File: src/rtl/n101_icb_rr_arbt_if.sv
// One ICB channel: command and response handshakes with their payloads.
// The master modport issues commands; the slave modport accepts them and returns responses.
interface n101_icb_rr_arbt_if #(
    parameter int unsigned AW = 32,
    parameter int unsigned DW = 32
);
    logic              icb_cmd_valid;
    logic              icb_cmd_ready;
    logic [AW-1:0]     icb_cmd_addr;
    logic              icb_cmd_read;
    logic [DW-1:0]     icb_cmd_wdata;
    logic [DW/8-1:0]   icb_cmd_wmask;
    logic              icb_cmd_lock;

    logic              icb_rsp_valid;
    logic              icb_rsp_ready;
    logic              icb_rsp_err;
    logic [DW-1:0]     icb_rsp_rdata;

    modport master (
        output icb_cmd_valid,
        input  icb_cmd_ready,
        output icb_cmd_addr,
        output icb_cmd_read,
        output icb_cmd_wdata,
        output icb_cmd_wmask,
        output icb_cmd_lock,
        input  icb_rsp_valid,
        output icb_rsp_ready,
        input  icb_rsp_err,
        input  icb_rsp_rdata
    );

    modport slave (
        input  icb_cmd_valid,
        output icb_cmd_ready,
        input  icb_cmd_addr,
        input  icb_cmd_read,
        input  icb_cmd_wdata,
        input  icb_cmd_wmask,
        input  icb_cmd_lock,
        output icb_rsp_valid,
        input  icb_rsp_ready,
        output icb_rsp_err,
        output icb_rsp_rdata
    );
endinterface

File: src/rtl/n101_icb_rr_arbt.sv
// Two-requester ICB round-robin arbiter with bus-lock support and in-order response routing.
// Commands and responses pass through combinationally; an id FIFO remembers who owns each response.
module n101_icb_rr_arbt #(
    parameter int unsigned AW       = 32,
    parameter int unsigned DW       = 32,
    parameter int unsigned OUTS_NUM = 2
) (
    input  logic               clk,
    input  logic               rst_n,
    n101_icb_rr_arbt_if.slave  i0_icb,
    n101_icb_rr_arbt_if.slave  i1_icb,
    n101_icb_rr_arbt_if.master o_icb,
    output logic               arbt_active
);
    localparam int unsigned CW = $clog2(OUTS_NUM + 1);
    localparam int unsigned PW = (OUTS_NUM > 1) ? $clog2(OUTS_NUM) : 1;
    localparam logic [CW-1:0] FULL_CNT = CW'(OUTS_NUM);
    localparam logic [PW-1:0] LAST_IDX = PW'(OUTS_NUM - 1);

    logic                r_ptr;
    logic                r_lock_own;
    logic                r_lock_id;
    logic [OUTS_NUM-1:0] r_fifo;
    logic [CW-1:0]       r_cnt;
    logic [PW-1:0]       r_rd_ptr;
    logic [PW-1:0]       r_wr_ptr;

    logic w_full;
    logic w_empty;
    logic w_any_valid;
    logic w_sel;
    logic w_sel_valid;
    logic w_sel_lock;
    logic w_cmd_hs;
    logic w_rsp_hs;
    logic w_head;

    function automatic logic [PW-1:0] f_inc(input logic [PW-1:0] p);
        return (p == LAST_IDX) ? '0 : p + PW'(1);
    endfunction

    assign w_full      = (r_cnt == FULL_CNT);
    assign w_empty     = (r_cnt == '0);
    assign w_any_valid = i0_icb.icb_cmd_valid | i1_icb.icb_cmd_valid;
    assign w_head      = r_fifo[r_rd_ptr];

    // A held lock pins the grant even when the owner is idle, so the other side starves.
    always_comb begin
        w_sel = r_ptr;
        if (r_lock_own) begin
            w_sel = r_lock_id;
        end else if (i0_icb.icb_cmd_valid && !i1_icb.icb_cmd_valid) begin
            w_sel = 1'b0;
        end else if (i1_icb.icb_cmd_valid && !i0_icb.icb_cmd_valid) begin
            w_sel = 1'b1;
        end
    end

    assign w_sel_valid = w_sel ? i1_icb.icb_cmd_valid : i0_icb.icb_cmd_valid;
    assign w_sel_lock  = w_sel ? i1_icb.icb_cmd_lock  : i0_icb.icb_cmd_lock;

    always_comb begin
        o_icb.icb_cmd_addr  = '0;
        o_icb.icb_cmd_read  = 1'b0;
        o_icb.icb_cmd_wdata = '0;
        o_icb.icb_cmd_wmask = '0;
        o_icb.icb_cmd_lock  = 1'b0;
        if (w_any_valid) begin
            if (w_sel) begin
                o_icb.icb_cmd_addr  = i1_icb.icb_cmd_addr;
                o_icb.icb_cmd_read  = i1_icb.icb_cmd_read;
                o_icb.icb_cmd_wdata = i1_icb.icb_cmd_wdata;
                o_icb.icb_cmd_wmask = i1_icb.icb_cmd_wmask;
                o_icb.icb_cmd_lock  = i1_icb.icb_cmd_lock;
            end else begin
                o_icb.icb_cmd_addr  = i0_icb.icb_cmd_addr;
                o_icb.icb_cmd_read  = i0_icb.icb_cmd_read;
                o_icb.icb_cmd_wdata = i0_icb.icb_cmd_wdata;
                o_icb.icb_cmd_wmask = i0_icb.icb_cmd_wmask;
                o_icb.icb_cmd_lock  = i0_icb.icb_cmd_lock;
            end
        end
    end

    assign o_icb.icb_cmd_valid  = w_sel_valid & ~w_full;
    assign i0_icb.icb_cmd_ready = ~w_sel & o_icb.icb_cmd_ready & ~w_full;
    assign i1_icb.icb_cmd_ready =  w_sel & o_icb.icb_cmd_ready & ~w_full;
    assign w_cmd_hs             = o_icb.icb_cmd_valid & o_icb.icb_cmd_ready;

    // Unsolicited responses (nothing outstanding) are held off rather than routed.
    assign i0_icb.icb_rsp_valid = o_icb.icb_rsp_valid & ~w_empty & ~w_head;
    assign i1_icb.icb_rsp_valid = o_icb.icb_rsp_valid & ~w_empty &  w_head;
    assign i0_icb.icb_rsp_err   = o_icb.icb_rsp_err;
    assign i1_icb.icb_rsp_err   = o_icb.icb_rsp_err;
    assign i0_icb.icb_rsp_rdata = o_icb.icb_rsp_rdata;
    assign i1_icb.icb_rsp_rdata = o_icb.icb_rsp_rdata;
    assign o_icb.icb_rsp_ready  = ~w_empty &
                                  (w_head ? i1_icb.icb_rsp_ready : i0_icb.icb_rsp_ready);
    assign w_rsp_hs             = o_icb.icb_rsp_valid & o_icb.icb_rsp_ready;

    assign arbt_active = w_any_valid | ~w_empty;

    always_ff @(posedge clk or negedge rst_n) begin
        if (!rst_n) begin
            r_ptr      <= 1'b0;
            r_lock_own <= 1'b0;
            r_lock_id  <= 1'b0;
        end else if (w_cmd_hs) begin
            r_ptr <= ~w_sel;
            if (w_sel_lock) begin
                r_lock_own <= 1'b1;
                r_lock_id  <= w_sel;
            end else if (r_lock_own && (w_sel == r_lock_id)) begin
                r_lock_own <= 1'b0;
            end
        end
    end

    always_ff @(posedge clk or negedge rst_n) begin
        if (!rst_n) begin
            r_fifo   <= '0;
            r_wr_ptr <= '0;
            r_rd_ptr <= '0;
        end else begin
            if (w_cmd_hs) begin
                r_fifo[r_wr_ptr] <= w_sel;
                r_wr_ptr         <= f_inc(r_wr_ptr);
            end
            if (w_rsp_hs) begin
                r_rd_ptr <= f_inc(r_rd_ptr);
            end
        end
    end

    always_ff @(posedge clk or negedge rst_n) begin
        if (!rst_n) begin
            r_cnt <= '0;
        end else begin
            unique case ({w_cmd_hs, w_rsp_hs})
                2'b10:   r_cnt <= r_cnt + CW'(1);
                2'b01:   r_cnt <= r_cnt - CW'(1);
                default: r_cnt <= r_cnt;
            endcase
        end
    end
endmodule

File: src/flat_wrapper.sv
// flat-port wrapper written by rule: the top's interface ports become plain ports
module n101_icb_rr_arbt_flat 
#(
    parameter int unsigned AW       = 32,
    parameter int unsigned DW       = 32,
    parameter int unsigned OUTS_NUM = 2
)
  (clk, rst_n, arbt_active, i0_icb_icb_cmd_valid, i0_icb_icb_cmd_ready, i0_icb_icb_cmd_addr, i0_icb_icb_cmd_read, i0_icb_icb_cmd_wdata, i0_icb_icb_cmd_wmask, i0_icb_icb_cmd_lock, i0_icb_icb_rsp_valid, i0_icb_icb_rsp_ready, i0_icb_icb_rsp_err, i0_icb_icb_rsp_rdata, i1_icb_icb_cmd_valid, i1_icb_icb_cmd_ready, i1_icb_icb_cmd_addr, i1_icb_icb_cmd_read, i1_icb_icb_cmd_wdata, i1_icb_icb_cmd_wmask, i1_icb_icb_cmd_lock, i1_icb_icb_rsp_valid, i1_icb_icb_rsp_ready, i1_icb_icb_rsp_err, i1_icb_icb_rsp_rdata, o_icb_icb_cmd_valid, o_icb_icb_cmd_ready, o_icb_icb_cmd_addr, o_icb_icb_cmd_read, o_icb_icb_cmd_wdata, o_icb_icb_cmd_wmask, o_icb_icb_cmd_lock, o_icb_icb_rsp_valid, o_icb_icb_rsp_ready, o_icb_icb_rsp_err, o_icb_icb_rsp_rdata);
  n101_icb_rr_arbt_if #(.AW(AW), .DW(DW)) i0_icb_i ();
  n101_icb_rr_arbt_if #(.AW(AW), .DW(DW)) i1_icb_i ();
  n101_icb_rr_arbt_if #(.AW(AW), .DW(DW)) o_icb_i ();
  input  logic clk;
  input  logic rst_n;
  output logic arbt_active;
  input wire logic [$bits(i0_icb_i.icb_cmd_valid)-1:0] i0_icb_icb_cmd_valid;
  output wire logic [$bits(i0_icb_i.icb_cmd_ready)-1:0] i0_icb_icb_cmd_ready;
  input wire logic [$bits(i0_icb_i.icb_cmd_addr)-1:0] i0_icb_icb_cmd_addr;
  input wire logic [$bits(i0_icb_i.icb_cmd_read)-1:0] i0_icb_icb_cmd_read;
  input wire logic [$bits(i0_icb_i.icb_cmd_wdata)-1:0] i0_icb_icb_cmd_wdata;
  input wire logic [$bits(i0_icb_i.icb_cmd_wmask)-1:0] i0_icb_icb_cmd_wmask;
  input wire logic [$bits(i0_icb_i.icb_cmd_lock)-1:0] i0_icb_icb_cmd_lock;
  output wire logic [$bits(i0_icb_i.icb_rsp_valid)-1:0] i0_icb_icb_rsp_valid;
  input wire logic [$bits(i0_icb_i.icb_rsp_ready)-1:0] i0_icb_icb_rsp_ready;
  output wire logic [$bits(i0_icb_i.icb_rsp_err)-1:0] i0_icb_icb_rsp_err;
  output wire logic [$bits(i0_icb_i.icb_rsp_rdata)-1:0] i0_icb_icb_rsp_rdata;
  input wire logic [$bits(i1_icb_i.icb_cmd_valid)-1:0] i1_icb_icb_cmd_valid;
  output wire logic [$bits(i1_icb_i.icb_cmd_ready)-1:0] i1_icb_icb_cmd_ready;
  input wire logic [$bits(i1_icb_i.icb_cmd_addr)-1:0] i1_icb_icb_cmd_addr;
  input wire logic [$bits(i1_icb_i.icb_cmd_read)-1:0] i1_icb_icb_cmd_read;
  input wire logic [$bits(i1_icb_i.icb_cmd_wdata)-1:0] i1_icb_icb_cmd_wdata;
  input wire logic [$bits(i1_icb_i.icb_cmd_wmask)-1:0] i1_icb_icb_cmd_wmask;
  input wire logic [$bits(i1_icb_i.icb_cmd_lock)-1:0] i1_icb_icb_cmd_lock;
  output wire logic [$bits(i1_icb_i.icb_rsp_valid)-1:0] i1_icb_icb_rsp_valid;
  input wire logic [$bits(i1_icb_i.icb_rsp_ready)-1:0] i1_icb_icb_rsp_ready;
  output wire logic [$bits(i1_icb_i.icb_rsp_err)-1:0] i1_icb_icb_rsp_err;
  output wire logic [$bits(i1_icb_i.icb_rsp_rdata)-1:0] i1_icb_icb_rsp_rdata;
  output wire logic [$bits(o_icb_i.icb_cmd_valid)-1:0] o_icb_icb_cmd_valid;
  input wire logic [$bits(o_icb_i.icb_cmd_ready)-1:0] o_icb_icb_cmd_ready;
  output wire logic [$bits(o_icb_i.icb_cmd_addr)-1:0] o_icb_icb_cmd_addr;
  output wire logic [$bits(o_icb_i.icb_cmd_read)-1:0] o_icb_icb_cmd_read;
  output wire logic [$bits(o_icb_i.icb_cmd_wdata)-1:0] o_icb_icb_cmd_wdata;
  output wire logic [$bits(o_icb_i.icb_cmd_wmask)-1:0] o_icb_icb_cmd_wmask;
  output wire logic [$bits(o_icb_i.icb_cmd_lock)-1:0] o_icb_icb_cmd_lock;
  input wire logic [$bits(o_icb_i.icb_rsp_valid)-1:0] o_icb_icb_rsp_valid;
  output wire logic [$bits(o_icb_i.icb_rsp_ready)-1:0] o_icb_icb_rsp_ready;
  input wire logic [$bits(o_icb_i.icb_rsp_err)-1:0] o_icb_icb_rsp_err;
  input wire logic [$bits(o_icb_i.icb_rsp_rdata)-1:0] o_icb_icb_rsp_rdata;
  assign i0_icb_i.icb_cmd_valid = i0_icb_icb_cmd_valid;
  assign i0_icb_icb_cmd_ready = i0_icb_i.icb_cmd_ready;
  assign i0_icb_i.icb_cmd_addr = i0_icb_icb_cmd_addr;
  assign i0_icb_i.icb_cmd_read = i0_icb_icb_cmd_read;
  assign i0_icb_i.icb_cmd_wdata = i0_icb_icb_cmd_wdata;
  assign i0_icb_i.icb_cmd_wmask = i0_icb_icb_cmd_wmask;
  assign i0_icb_i.icb_cmd_lock = i0_icb_icb_cmd_lock;
  assign i0_icb_icb_rsp_valid = i0_icb_i.icb_rsp_valid;
  assign i0_icb_i.icb_rsp_ready = i0_icb_icb_rsp_ready;
  assign i0_icb_icb_rsp_err = i0_icb_i.icb_rsp_err;
  assign i0_icb_icb_rsp_rdata = i0_icb_i.icb_rsp_rdata;
  assign i1_icb_i.icb_cmd_valid = i1_icb_icb_cmd_valid;
  assign i1_icb_icb_cmd_ready = i1_icb_i.icb_cmd_ready;
  assign i1_icb_i.icb_cmd_addr = i1_icb_icb_cmd_addr;
  assign i1_icb_i.icb_cmd_read = i1_icb_icb_cmd_read;
  assign i1_icb_i.icb_cmd_wdata = i1_icb_icb_cmd_wdata;
  assign i1_icb_i.icb_cmd_wmask = i1_icb_icb_cmd_wmask;
  assign i1_icb_i.icb_cmd_lock = i1_icb_icb_cmd_lock;
  assign i1_icb_icb_rsp_valid = i1_icb_i.icb_rsp_valid;
  assign i1_icb_i.icb_rsp_ready = i1_icb_icb_rsp_ready;
  assign i1_icb_icb_rsp_err = i1_icb_i.icb_rsp_err;
  assign i1_icb_icb_rsp_rdata = i1_icb_i.icb_rsp_rdata;
  assign o_icb_icb_cmd_valid = o_icb_i.icb_cmd_valid;
  assign o_icb_i.icb_cmd_ready = o_icb_icb_cmd_ready;
  assign o_icb_icb_cmd_addr = o_icb_i.icb_cmd_addr;
  assign o_icb_icb_cmd_read = o_icb_i.icb_cmd_read;
  assign o_icb_icb_cmd_wdata = o_icb_i.icb_cmd_wdata;
  assign o_icb_icb_cmd_wmask = o_icb_i.icb_cmd_wmask;
  assign o_icb_icb_cmd_lock = o_icb_i.icb_cmd_lock;
  assign o_icb_i.icb_rsp_valid = o_icb_icb_rsp_valid;
  assign o_icb_icb_rsp_ready = o_icb_i.icb_rsp_ready;
  assign o_icb_i.icb_rsp_err = o_icb_icb_rsp_err;
  assign o_icb_i.icb_rsp_rdata = o_icb_icb_rsp_rdata;
  n101_icb_rr_arbt #(.AW(AW), .DW(DW), .OUTS_NUM(OUTS_NUM)) u_core (.clk(clk), .rst_n(rst_n), .i0_icb(i0_icb_i), .i1_icb(i1_icb_i), .o_icb(o_icb_i), .arbt_active(arbt_active));
endmodule
File: config.mk
export PLATFORM = sky130hd
export DESIGN_NAME = n101_icb_rr_arbt_flat
export DESIGN_NICKNAME = d
export VERILOG_FILES = /design/src/rtl/n101_icb_rr_arbt_if.sv /design/src/rtl/n101_icb_rr_arbt.sv /design/src/flat_wrapper.sv
export SDC_FILE = /design/constraint.sdc
export NUM_CORES = 1
export LEC_CHECK = 0
export CAP_MARGIN = 15
export CORE_AREA = 2 2 126 128
export CTS_CLUSTER_SIZE = 28
export DETAILED_ROUTE_END_ITERATION = 12
export DIE_AREA = 0 0 128 130
export PLACE_DENSITY = 0.64
export SETUP_SLACK_MARGIN = 0.1
export SLEW_MARGIN = 25
export SYNTH_ARGS = -nofsm -noshare
export SYNTH_HDL_FRONTEND = slang
export SYNTH_SLANG_ARGS = --single-unit
File: constraint.sdc
create_clock -name clk -period 1.75 [get_ports clk]
set_clock_uncertainty 0.1 [all_clocks]
set_input_delay 0.35 -clock clk [delete_from_list [all_inputs] [get_ports clk]]
set_output_delay 0.35 -clock clk [all_outputs]
set_load 0.02 [all_outputs]
==> reports/metrics.csv, run 1 <==
stage,metric,value,unit
job,max_cap_violations,0,
power_and_ir_drop,vdd_drop_max,0.000936,V
synthesis,ys_async_sr_fraction,100,%
layout,area_growth,187,%
layout,drive_gt1_share,56.4,%
grt,grt_max_degree,40,
sta,setup-tns-final,-34.58,ns
setup_path,critPathMaxFanout,9,
drt,wl_per_cell,16.7,um
layout,final_cells,756,
synthesis,synth_flop_cell,dfrtp_1,
drt,route.detailed.drc,0,
setup_path,worst_ep_arrival_time,1.80,ns
floorplanning,die-area,16600,um^2
floorplanning,die_h,130,um
clocking,htree_levels,1,
drt,first_pass_iters,4,
synthesis,synth_cell_type_count,29,
synthesis,yosysSeqAreaShare,10.9,%
outcome,status,finished with violations,
clocking,clockBufferDepth,2,
grt,grt-ovfl-total,0,
drt,drtAntennaViolNets,0,
grt,grt_antenna_before_repair,0,
outcome,violations,setup timing,
floorplanning,io_pins,324,
setup_path,criticalPathCategory,reg -> out,
synthesis,yosys_register_bits,9,
grt,grtUsageMet1,15.1,%
sta,postLayoutSetupSlackWorst,-0.500,ns
grt,grt_pass1_vias,3155,
sta,fin_crit_sh,129,%
clocking,cts.sinks,9,
synthesis,ys.warnings.count,0,
sta,worst_slew_pin_slew,0.432,ns
clocking,ctsHoldBuffers,0,
layout,multiInputGateArea,2130,um^2
layout,n_antenna_cell,0,
floorplanning,chipWidth,128,um
grt,grtUsageTotal,13.2,%
sta,finalHoldViolCount,0,
clocking,worstSkewPairLatency,0.23,ns
grt,top_usage_layer,met2,
drt,via_count,3135,
synthesis,synth_area,2070,um^2
clocking,cts_tree,done,
placement,dpl.cell_count,717,
sta,rsz0062_at_grt,true,
floorplanning,row_count,46,
clocking,path_clk_slew,0.04,ns
grt,grt_use_met3,3.61,%
setup_path,critPathMaxStageDelay,0.41,ns
setup_path,crit_chain,buf_6 -> o31a_4 -> buf_12 -> buf_16 -> nand2_2 -> a21oi_2 -> buf_4,
min_path,holdCritPathClass,in -> async,
floorplanning,coreArea,15400,um^2
placement,dpl.hpwl,7.78,mm
sta,hold_ws,0.327,ns
layout,fillerInstances,1510,
synthesis,synthCells,360,
grt,grtUsageMet2,25.0,%
setup_path,startpoint_type,flip-flop,
sta,min_period,2.25,ns
clocking,clockRootBuffer,clkbuf_16,
placement,gp_congestion,0.805,
placement,port_buffers,224,
sta,final_max_slew_viol_count,0,
sta,slew_headroom,71.1,%
synthesis,synth_edf_count,0,
drt,drt_iter0_drc,34,
power_and_ir_drop,p_leak,2.50,nW
drt,viasPerCell,4.15,
grt,grt_first_pass_wirelength,17.3,mm
setup_path,required,1.30,ns
synthesis,syn-num-nets,542,
drt,totalWireLength,12.6,mm
clocking,cts_buffers,3,
sta,max_freq,444,MHz
sta,finalSetupViolations,81,
layout,layout.nets,747,
layout,ff_latch_area,226,um^2
floorplanning,start_util,13.4,%
setup_path,slowest_stage,dfrtp_1,
power_and_ir_drop,power-per-cell-area,1770,nW/um^2
setup_path,endpoint_kind,output port,
synthesis,post_synth.cell_area_avg,5.76,um^2
==> what timing repair did <==
action | 4_1_cts | 5_1_grt
setup buffers | 16 | 5
resized for setup | 526 | 102
setup endpoints to repair | 84 | 85
cloned | 11 | 4
pin swaps | 28 | 60
==> final cells by class <==
type                       count  area share (%)
clock buffer                   4            1.33
inverter                       1          0.0631
multi-input combinational    261            35.9
sequential                     9            3.81
tap                          192            4.04
timing repair buffer         289            54.9
==> final timing paths <==
check	from	to	slack, ns	cells past startpoint
hold reg to reg	u_core.r_wr_ptr	u_core.r_wr_ptr	0.39	1
hold / removal	rst_n	u_core.r_cnt[1]	0.33	1
max in group asynchronous	rst_n	u_core.r_ptr	0.90	1
setup / recovery	u_core.r_lock_own	o_icb_icb_cmd_addr[21]	-0.50	7
setup reg to reg	u_core.r_rd_ptr	u_core.r_cnt[1]	-0.18	9
min in group clk	u_core.r_wr_ptr	u_core.r_wr_ptr	0.39	1
==> worst max-delay path, delay by kind of cell (launching register included) <==
family,cells,cell delay [ns]
compound gates,2,0.46
buf+inv,4,0.62
flops,1,0.41
simple gates,1,0.08
==> kinds of logic after synthesis <==
| group | synth area share [%] |
|---|---|
| xor+xnor | 2.11 |
| mux | 2.59 |
| flops | 10.9 |
| fa+ha+maj | 0.603 |
| compound gates | 21.5 |
| buf+inv | 30.7 |
| simple gates | 31.6 |
==> sequential cells by signal, summed over array words and instances, names as in the netlist <==
| register | flops |
|---|---|
| u_core.r_ptr | 1 |
| u_core.r_lock_own | 1 |
| u_core.r_wr_ptr | 1 |
| u_core.r_lock_id | 1 |
| u_core.r_cnt | 2 |
| u_core.r_fifo | 2 |
| u_core.r_rd_ptr | 1 |
==> power breakdown <==
group	internal (mW)	switching (mW)	total, mW	leakage, nW
Sequential	0.321	0.109	0.430	0.106
Clock	0.304	0.0964	0.401	0.0382
Combinational	5.08	4.61	9.68	2.36
==> per-stage QoR <==
stage          power [mW]  cell area [um^2]  utilization (%)  worst slack (ns)
6_report             10.5              5940             38.5            -0.500
5_1_grt              11.1              5940             38.5            -0.555
4_1_cts              9.48              5420             35.1            -0.516
3_5_place_dp         6.51              4610             29.9             -1.21
3_3_place_gp         6.50              4610             29.9             -1.20
2_1_floorplan        4.22              2460                -           -0.0824
==> Yosys cell counts, drive strengths merged, types with 3 or more instances <==
cell type | instances | area, um^2
mux2 | 3 | 33.8
nor2 | 13 | 48.8
a21oi | 72 | 360
buf | 80 | 599
nand2 | 146 | 548
xor2 | 3 | 26.3
o21ai | 3 | 15.0
dfrtp | 9 | 225
clkbuf | 9 | 33.8
==> cells in the final DEF, fill, tap and decap left out, drive strengths merged <==
cell	Yosys	final
nand2	146	146
clkdlybuf4s50	0	144
buf	80	140
a21oi	72	72
nor2	13	13
dfrtp	9	9
clkbuf	9	8
xor2	3	3
mux2	3	3
o21ai	3	3
a21boi	2	2
mux2i	2	2
nand2b	2	2
nor3	2	2
nor2b	2	2
xnor2	2	2
o31a	1	1
o31ai	1	1
o211ai	1	1
inv	1	1
nor3b	1	1
or4b	1	1
o32a	1	1
o2111ai	1	1
nor4	1	1
ha	1	1
dlymetal6s2s	0	1
==> routing by layer <==
metal / wire length (um) / share of wire, %
met4: 150 / 1.2
met2: 6560 / 52
met3: 1070 / 8.5
met5: 0 / 0
met1: 4830 / 38
(Power assumes the default switching activity.)
==> run 2: changes to the inputs <==
SLEW_MARGIN = 20   (was 25)
==> results of run 2 <==
No change in the layout: final DEF, timing and power equal those of run 1.
==> run 3: changes to the inputs <==
HOLD_SLACK_MARGIN = 0.08   (was unset)
==> results of run 3 <==
No change in the layout: final DEF, timing and power equal those of run 1.
